[src/rtl/ioctl_region_loader.sv]
// Routes the HPS ioctl download stream to NUM_REGIONS address-decoded write ports
// through a one-byte buffer, captures the DIP bank and reports ROM load status.
module ioctl_region_loader #(
    parameter int                          NUM_REGIONS = 4,
    parameter int                          ADDR_W      = 25,
    parameter logic [NUM_REGIONS*ADDR_W-1:0] REGION_BASE = {25'h0C000, 25'h08000, 25'h04000, 25'h0},
    parameter logic [ADDR_W-1:0]           END_ADDR    = 25'h10000,
    parameter logic [7:0]                  ROM_INDEX   = 8'd0,
    parameter logic [7:0]                  DIP_INDEX   = 8'd254,
    parameter int                          DIP_BYTES   = 8,
    parameter logic [DIP_BYTES*8-1:0]      DIP_DEFAULT = 64'h0
) (
    input  logic                     clk_sys,
    input  logic                     reset,
    input  logic                     ioctl_download,
    input  logic                     ioctl_wr,
    input  logic [ADDR_W-1:0]        ioctl_addr,
    input  logic [7:0]               ioctl_dout,
    input  logic [7:0]               ioctl_index,
    output logic                     ioctl_wait,
    output logic [NUM_REGIONS-1:0]   rgn_wr,
    output logic [ADDR_W-1:0]        rgn_addr,
    output logic [7:0]               rgn_data,
    input  logic [NUM_REGIONS-1:0]   rgn_ready,
    output logic [DIP_BYTES*8-1:0]   dip_out,
    output logic                     dip_valid,
    output logic                     rom_loaded,
    output logic [ADDR_W-1:0]        byte_count,
    output logic                     err_overrun,
    output logic                     err_oob
);

    localparam int SEL_W = (NUM_REGIONS > 1) ? $clog2(NUM_REGIONS) : 1;

    typedef enum logic [1:0] {S_IDLE, S_LOADING, S_DRAIN, S_DONE} state_t;

    state_t state_q, state_d;

    logic              rom_strobe_p0;
    logic              rom_oob_p0;
    logic              rom_cap_p0;
    logic              dip_wr_p0;
    logic              rom_dl_p0;
    logic              dl_rise_p0;
    logic              dl_fall_p0;
    logic [SEL_W-1:0]  sel_p0;
    logic              rom_dl_q;

    logic              buf_vld_p1;
    logic [ADDR_W-1:0] buf_addr_p1;
    logic [7:0]        buf_data_p1;
    logic [SEL_W-1:0]  buf_sel_p1;
    logic              accept_p1;

    logic [DIP_BYTES*8-1:0] dip_q;
    logic                   dip_valid_q;

    // Unsigned a >= b via the borrow of a widened subtraction, so a zero base
    // does not turn into a constant comparison.
    function automatic logic addr_ge(input logic [ADDR_W-1:0] a, input logic [ADDR_W-1:0] b);
        logic [ADDR_W:0] diff;
        diff = {1'b0, a} - {1'b0, b};
        return ~diff[ADDR_W];
    endfunction

    function automatic logic [SEL_W-1:0] region_of(input logic [ADDR_W-1:0] a);
        logic [SEL_W-1:0] r;
        r = '0;
        for (int i = 0; i < NUM_REGIONS; i++) begin
            if (addr_ge(a, REGION_BASE[i*ADDR_W +: ADDR_W]))
                r = SEL_W'(i);
        end
        return r;
    endfunction

    function automatic logic [ADDR_W-1:0] base_of(input logic [SEL_W-1:0] s);
        return REGION_BASE[s*ADDR_W +: ADDR_W];
    endfunction

    // Stage p0: strobe qualification and region decode
    always_comb begin
        rom_dl_p0     = ioctl_download & (ioctl_index == ROM_INDEX);
        rom_strobe_p0 = ioctl_wr & rom_dl_p0;
        rom_oob_p0    = addr_ge(ioctl_addr, END_ADDR) |
                        ~addr_ge(ioctl_addr, REGION_BASE[ADDR_W-1:0]);
        sel_p0        = region_of(ioctl_addr);
        rom_cap_p0    = rom_strobe_p0 & ~rom_oob_p0 & ~buf_vld_p1;
        dip_wr_p0     = ioctl_wr & (ioctl_index == DIP_INDEX) &
                        ~addr_ge(ioctl_addr, ADDR_W'(DIP_BYTES));
        dl_rise_p0    = rom_dl_p0 & ~rom_dl_q;
        dl_fall_p0    = ~rom_dl_p0 & rom_dl_q;
    end

    // Stage p1: one-entry buffer presented to the selected region
    always_ff @(posedge clk_sys) begin
        if (reset) begin
            buf_vld_p1  <= 1'b0;
            buf_addr_p1 <= '0;
            buf_data_p1 <= '0;
            buf_sel_p1  <= '0;
        end else if (rom_cap_p0) begin
            buf_vld_p1  <= 1'b1;
            buf_addr_p1 <= ioctl_addr - base_of(sel_p0);
            buf_data_p1 <= ioctl_dout;
            buf_sel_p1  <= sel_p0;
        end else if (accept_p1) begin
            buf_vld_p1  <= 1'b0;
        end
    end

    always_comb begin
        rgn_wr = '0;
        for (int i = 0; i < NUM_REGIONS; i++) begin
            if (buf_vld_p1 && buf_sel_p1 == SEL_W'(i))
                rgn_wr[i] = 1'b1;
        end
    end

    assign accept_p1  = |(rgn_wr & rgn_ready);
    assign ioctl_wait = buf_vld_p1;
    assign rgn_addr   = buf_addr_p1;
    assign rgn_data   = buf_data_p1;

    always_ff @(posedge clk_sys) begin
        if (reset) begin
            rom_dl_q    <= 1'b0;
            byte_count  <= '0;
            err_overrun <= 1'b0;
            err_oob     <= 1'b0;
        end else begin
            rom_dl_q <= rom_dl_p0;
            if (dl_rise_p0)
                byte_count <= '0;
            else if (accept_p1)
                byte_count <= byte_count + 1'b1;
            // A new download clears the sticky flags, but a fault in the same
            // cycle still gets recorded.
            err_overrun <= (err_overrun & ~dl_rise_p0) | (rom_strobe_p0 & buf_vld_p1);
            err_oob     <= (err_oob & ~dl_rise_p0) | (rom_strobe_p0 & rom_oob_p0);
        end
    end

    always_ff @(posedge clk_sys) begin
        if (reset)
            state_q <= S_IDLE;
        else
            state_q <= state_d;
    end

    always_comb begin
        state_d = state_q;
        case (state_q)
            S_IDLE:    if (dl_rise_p0) state_d = S_LOADING;
            S_LOADING: if (dl_fall_p0) state_d = buf_vld_p1 ? S_DRAIN : S_DONE;
            S_DRAIN: begin
                if (dl_rise_p0)
                    state_d = S_LOADING;
                else if (!buf_vld_p1)
                    state_d = S_DONE;
            end
            S_DONE:    if (dl_rise_p0) state_d = S_LOADING;
            default:   state_d = S_IDLE;
        endcase
    end

    assign rom_loaded = (state_q == S_DONE);

    // DIP bank is written directly; it never waits on the ROM buffer.
    always_ff @(posedge clk_sys) begin
        if (reset) begin
            dip_q       <= DIP_DEFAULT;
            dip_valid_q <= 1'b0;
        end else if (dip_wr_p0) begin
            for (int n = 0; n < DIP_BYTES; n++) begin
                if (ioctl_addr == ADDR_W'(n))
                    dip_q[8*n +: 8] <= ioctl_dout;
            end
            dip_valid_q <= 1'b1;
        end
    end

    assign dip_out   = dip_q;
    assign dip_valid = dip_valid_q;

endmodule

[config.mk]
export PLATFORM = sky130hd
export DESIGN_NAME = ioctl_region_loader
export DESIGN_NICKNAME = d
export VERILOG_FILES = /design/src/rtl/ioctl_region_loader.sv
export SDC_FILE = /design/constraint.sdc
export NUM_CORES = 1
export LEC_CHECK = 0
export BUFFER_PORTS_ARGS = -buffer_cell sky130_fd_sc_hd__buf_2
export CAP_MARGIN = 10
export CORE_ASPECT_RATIO = 0.8
export CORE_MARGIN = 1.5
export CORE_UTILIZATION = 55
export DETAILED_ROUTE_END_ITERATION = 6
export GPL_TIMING_DRIVEN = 0
export PLACE_DENSITY = 0.87
export SLEW_MARGIN = 20
export SYNTH_ARGS = -nofsm -noshare
export SYNTH_HDL_FRONTEND = slang
export SYNTH_SLANG_ARGS = --single-unit
export TNS_END_PERCENT = 30
[constraint.sdc]
create_clock -name clk_sys -period 6.4 [get_ports clk_sys]
set_input_delay 0.32 -clock clk_sys [delete_from_list [all_inputs] [get_ports clk_sys]]
set_output_delay 0.32 -clock clk_sys [all_outputs]
set_load 0.005 [all_outputs]
# After elaboration in Yosys (flattened, before gate mapping)
# Index checks and enable logic that the tools add are counted.
# totals
regBits	131
input_bits	49
output_inout_bits	131
wordCells	100
# classes
addsub	7
n_mul	1
eq_ne	17
shifts	1
n_mux	15
bitwise_logic	20
reduce_logical	21
# ops
cell	n
$eq A25 B3 Y1 const B	4
$shiftx A100 B8 Y25 const A	1
$sub A25 B16 Y26 const B	2
$eq A25 B2 Y1 const B	2
$sub A25 B15 Y26 const B	1
$sub A25 B17 Y26 const B	1
$sub A25 B4 Y26 const B	1
$add A25 B1 Y25 const B	1
$eq A25 B1 Y1 const B	1
$logic_not A25 Y1	1
$sub A25 B25 Y25	1
$reduce_and A2 Y1	8
$and A1 B1 Y1	12
$mux W2	6
$eq A2 B2 Y1 const B	4
$eq A8 B8 Y1 const B	1
$logic_not A8 Y1	1
$mux W1	8
$mul A2 B5 Y7 const B	1
$pmux W2 S3	1
$not A1 Y1	5
$and A4 B4 Y4	1
$eq A2 B1 Y1 const B	2
$logic_and A1 B1 Y1	4
other kinds (9)	12

# Logic depth before layout (Yosys ltp)
# depth
depth_word	7
ltp_mapped	9
depth_no_buf	8

# Worst setup path before layout
# Ideal clock, no wire load.
# synth_path
kind	in2reg
start	input ioctl_addr[22]
end	register buf_addr_p1[16] (netlist: rgn_addr[16])
setup_time_ns	0.060
t_arrival_ns	2.189
t_required_ns	6.340
setup_slack_ns	4.151
cell_stages	9
n_path_buf	1
path_cell_list	nor4_1 nand3_1 clkbuf_1 nor2_1 ha_1 nor2_1 o21ai_0 nor4_2 a21o_1
# synth_between
elab_chain_len	7
word_cells_on_any_way	12
cone_classes	add/sub (5); mul (1); shift (1); mux (3); bitwise (2)
# synth_rtl
item	line_no	source
from (decl)	17	input logic [ADDR_W-1:0] ioctl_addr,
$sub A25 B15 Y26	62	diff = {1'b0, a} - {1'b0, b};
$mux W1	70	if (addr_ge(a, REGION_BASE[i*ADDR_W +: ADDR_W]))
$mux W2 (2 in a row)	70	
$mul A2 B5 Y7	77	return REGION_BASE[s*ADDR_W +: ADDR_W];
$shiftx A100 B8 Y25	77	
$sub A25 B25 Y25	103	buf_addr_p1 <= ioctl_addr - base_of(sel_p0);
to (signal assigned)	103	
to (decl)	50	logic [ADDR_W-1:0] buf_addr_p1;
# Parallel ways exist; a longest one is shown, timed or not.
# A chain may end at the register's enable or synchronous reset.

# Worst setup path in the final report
# layout_path
start	input ioctl_addr[22]
end	register buf_addr_p1[21] (netlist: rgn_addr[21])
# The elaborated chain is that of the path after synthesis.

==> results.json <==
{
  "status": "completed",
  "p_total_uw": 1910,
  "drt.antenna.violating_nets": 0,
  "timing.rr.start": "buf_sel_p1[0]",
  "cts_root_buf": "clkbuf_16",
  "wl_per_cell_um": 17.1,
  "yosysWarnings": 0,
  "skew_ps": 7.49,
  "synth_cells": 593,
  "critPathMaxFanout": 10,
  "met3_length_um": 1100,
  "dieArea_um2": 10700,
  "critPathLaunchType": "input pin",
  "critical_path.n_buffers_inverters": 2,
  "synth.area.mux_share_pct": 13.6,
  "synth_fa_ha_area_share_pct": 1.35,
  "yosys_register_bits": 131,
  "cts_hold_buf": 0,
  "grt_util_all_layers_pct": 30.3,
  "worstPathArrival_ps": 2870,
  "cp_cell_sequence": "buf_2 > nor4_1 > nand3_1 > clkbuf_1 > nor2_1 > ha_1 > nor2_1 > o21ai_0 > nor4_2 > a21o_1",
  "grt_first_pass_wirelength_um": 25300,
  "holdPathEnd": "rgn_addr[5]",
  "clockBufferDepth": 2,
  "avgSynthCellArea_um2": 9.35,
  "synth-simple-area-share_pct": 23.0,
  "fp.dieW_um": 115,
  "cts_max_level": 4,
  "firstDrtPassIters": 6,
  "synthFlopType": "dfxtp_1",
  "path_clk_slew_ps": 60,
  "wl_met1_um": 6590,
  "place_hpwl_um": 11600,
  "tns_ps": 0,
  "r2r_end": "byte_count[22]",
  "ir_drop_v": 0.000238,
  "insertion_delay_ps": 400,
  "fillCellCount": 737,
  "min_period_ps": 2530,
  "stdcell_count": 939,
  "r2r_slack_ps": 4060,
  "grt_max_degree": 17,
  "dp_cells": 907,
  "power.density_nw_per_um2": 264,
  "p_leak_uw": 0.00360,
  "cp.required_ps": 6740,
  "post-route-drc-count": 0,
  "worst_slew_margin_rel_pct": 40.8,
  "fin_worst_hold_slack_ps": 187,
  "route.vias.total": 5441,
  "yosysUniqueCellTypes": 53,
  "slowest_stage": "nor4_2",
  "final_common_cell": "buf_2",
  "async_flop_share_pct": 0,
  "endpoint_kind": "register",
  "hold_violations": 0,
  "die_y_um": 92.8,
  "crit_family": "simple AND/OR/NAND/NOR gates",
  "vias_per_cell": 5.79,
  "cts_setup_buffers": 0,
  "worst_slew_pin_slew_ps": 875,
  "synth_top_family_by_area": "simple AND/OR/NAND/NOR gates",
  "cts.repair.resized": 0,
  "dr.max_layer_used": "met4",
  "drive_above_1_share_pct": 29.8,
  "io_buffer_count": 178,
  "nets": 845,
  "worstHoldStart": "ioctl_addr[5]",
  "syn_nets": 648,
  "routed_wl_um": 16100,
  "cap_violations": 0,
  "grt-ovfl-total": 0,
  "hold_class": "input pin to register",
  "syn_area_um2": 5540,
  "num_rows": 32,
  "cts_sinks": 131,
  "io-pin-count": 180,
  "antenna_cells": 0,
  "setup_viol": 0,
  "crit_top_cell": "nor2_1",
  "synth_compound_gate_area_share_pct": 11.4,
  "antenna_found_initial": 0,
  "critPathKind": "input pin to register",
  "rsz0062_at_grt": "false",
  "r2r_cells": 7,
  "gp_congestion": 0.878,
  "tritoncts": "done",
  "synth_edf_count": 0,
  "drv_slew": 0,
  "initialDrtViolationCount": 445,
  "crit_path_max_incr_delay_ps": 660,
  "core_area_um2": 9730,
  "fmax_mhz": 395,
  "numCtsBuffers": 17,
  "start_util_pct": 57.0,
  "dr_wl_met2_um": 7970,
  "final_cell_mix": "buf_2, dfxtp_1, nand2_1",
  "ys_seq_area_share_pct": 47.3,
  "hold_depth": 3,
  "finalCritPeriodShare_pct": 39.6,
  "grt_pass1_vias": 5133,
  "syn_to_final_growth_pct": 30.2,
  "synthXorXnorAreaFrac_pct": 0.316
}
cells in the mapped netlist (2+ instances only):
library cell    n  area (um^2)
nand4_2         8          100
or4_1          10         75.1
ha_1            6         75.1
nand3b_1        2         15.0
and2_1          2         12.5
nand2b_1       10         62.6
o21ai_0        28          140
nor3b_1         2         15.0
inv_1           9         33.8
or4b_2          2         20.0
o21a_1          2         15.0
nor3_1          7         35.0
nor2b_1         2         12.5
or3b_2          2         17.5
or3_1           9         56.3
and3_1          2         12.5
a21o_1          9         67.6
a211oi_1        2         15.0
a31o_2          8         70.1
dfxtp_1       131         2620
and4_1          5         43.8
o31ai_1         7         52.6
clkbuf_1       31          116
nand3_1        27          135
nor4b_1         3         26.3
a41oi_1         2         17.5
nand4_1        11         68.8
nor4_1         13         81.3
a21oi_1        36          180
mux2i_1        74          741
nor2_1         20         75.1
nand2_1        90          338
registers in the layout, summed over array words and instances (netlist names):
register     flops
buf_sel_p1       2
byte_count      25
dip_out         64
dip_valid        1
err_oob          1
err_overrun      1
ioctl_wait       1
rgn_addr        25
rgn_data         8
rom_dl_q         1
state_q          2
report_power, final:
group	leakage (uW)	switching [uW]	internal (uW)
Sequential	0.00105	4.15	819
Combinational	0.00225	58.9	34.0
Clock	0.000291	357	632
Total	0.00360	420	1490
layer usage:
metal | vias up | track usage, %
met2 | 246 | 50.5
met4 | 0 | 12.9
met3 | 33 | 6.68
met1 | 2619 | 37.7
li1 | 2543 | -
met5 | - | 0
worst max path at each step:
stage	start	to	slack [ps]	cells past startpoint
finish	ioctl_addr[22]	rgn_addr[21]	3870	10
global route	ioctl_addr[22]	rgn_addr[23]	3680	10
CTS	ioctl_addr[22]	rgn_addr[21]	3910	10
detailed placement	ioctl_index[5]	byte_count[0]	3490	6
global placement	ioctl_index[5]	byte_count[1]	3610	6
floorplan	ioctl_addr[22]	rgn_addr[16]	4150	9
through the flow:
stage	setup WS, ps	utilization [%]	area [um^2]
after floorplan	4150	-	5540
after global placement	3610	67.9	6600
after detailed placement	3490	67.9	6600
after CTS	3910	74.2	7210
after global routing	3680	74.2	7210
final	3870	74.2	7210
worst register-to-register path: stages, from the launching register on:
cell,delay [ps]
dfxtp_1,300
clkbuf_1,270
mux2i_1,350
o32a_1,280
clkbuf_1,360
clkbuf_1,420
nor4_1,90
o21a_1,170
cell families (layout without fill, tap and decap cells):
| logic type | Yosys count | count (layout) |
|---|---|---|
| XOR/XNOR | 2 | 2 |
| multiplexers | 75 | 75 |
| buffers and inverters | 43 | 253 |
| flip-flops | 131 | 131 |
| AO/OA/AOI/OAI | 103 | 103 |
| adder cells (fa/ha/maj) | 6 | 6 |
| AND/OR/NAND/NOR | 233 | 233 |
final cells by class:
cell class	instances	area (um^2)	share of cell area (%)
Multi-Input combinational cell	419	2750	38.2
Sequential cell	131	2620	36.4
Timing Repair Buffer	178	891	12.3
Clock buffer	19	453	6.28
Tap cell	136	170	2.36
Clock inverter	13	158	2.19
Buffer	34	133	1.84
Inverter	9	33.8	0.468
Power figures use the tool's default switching activity.
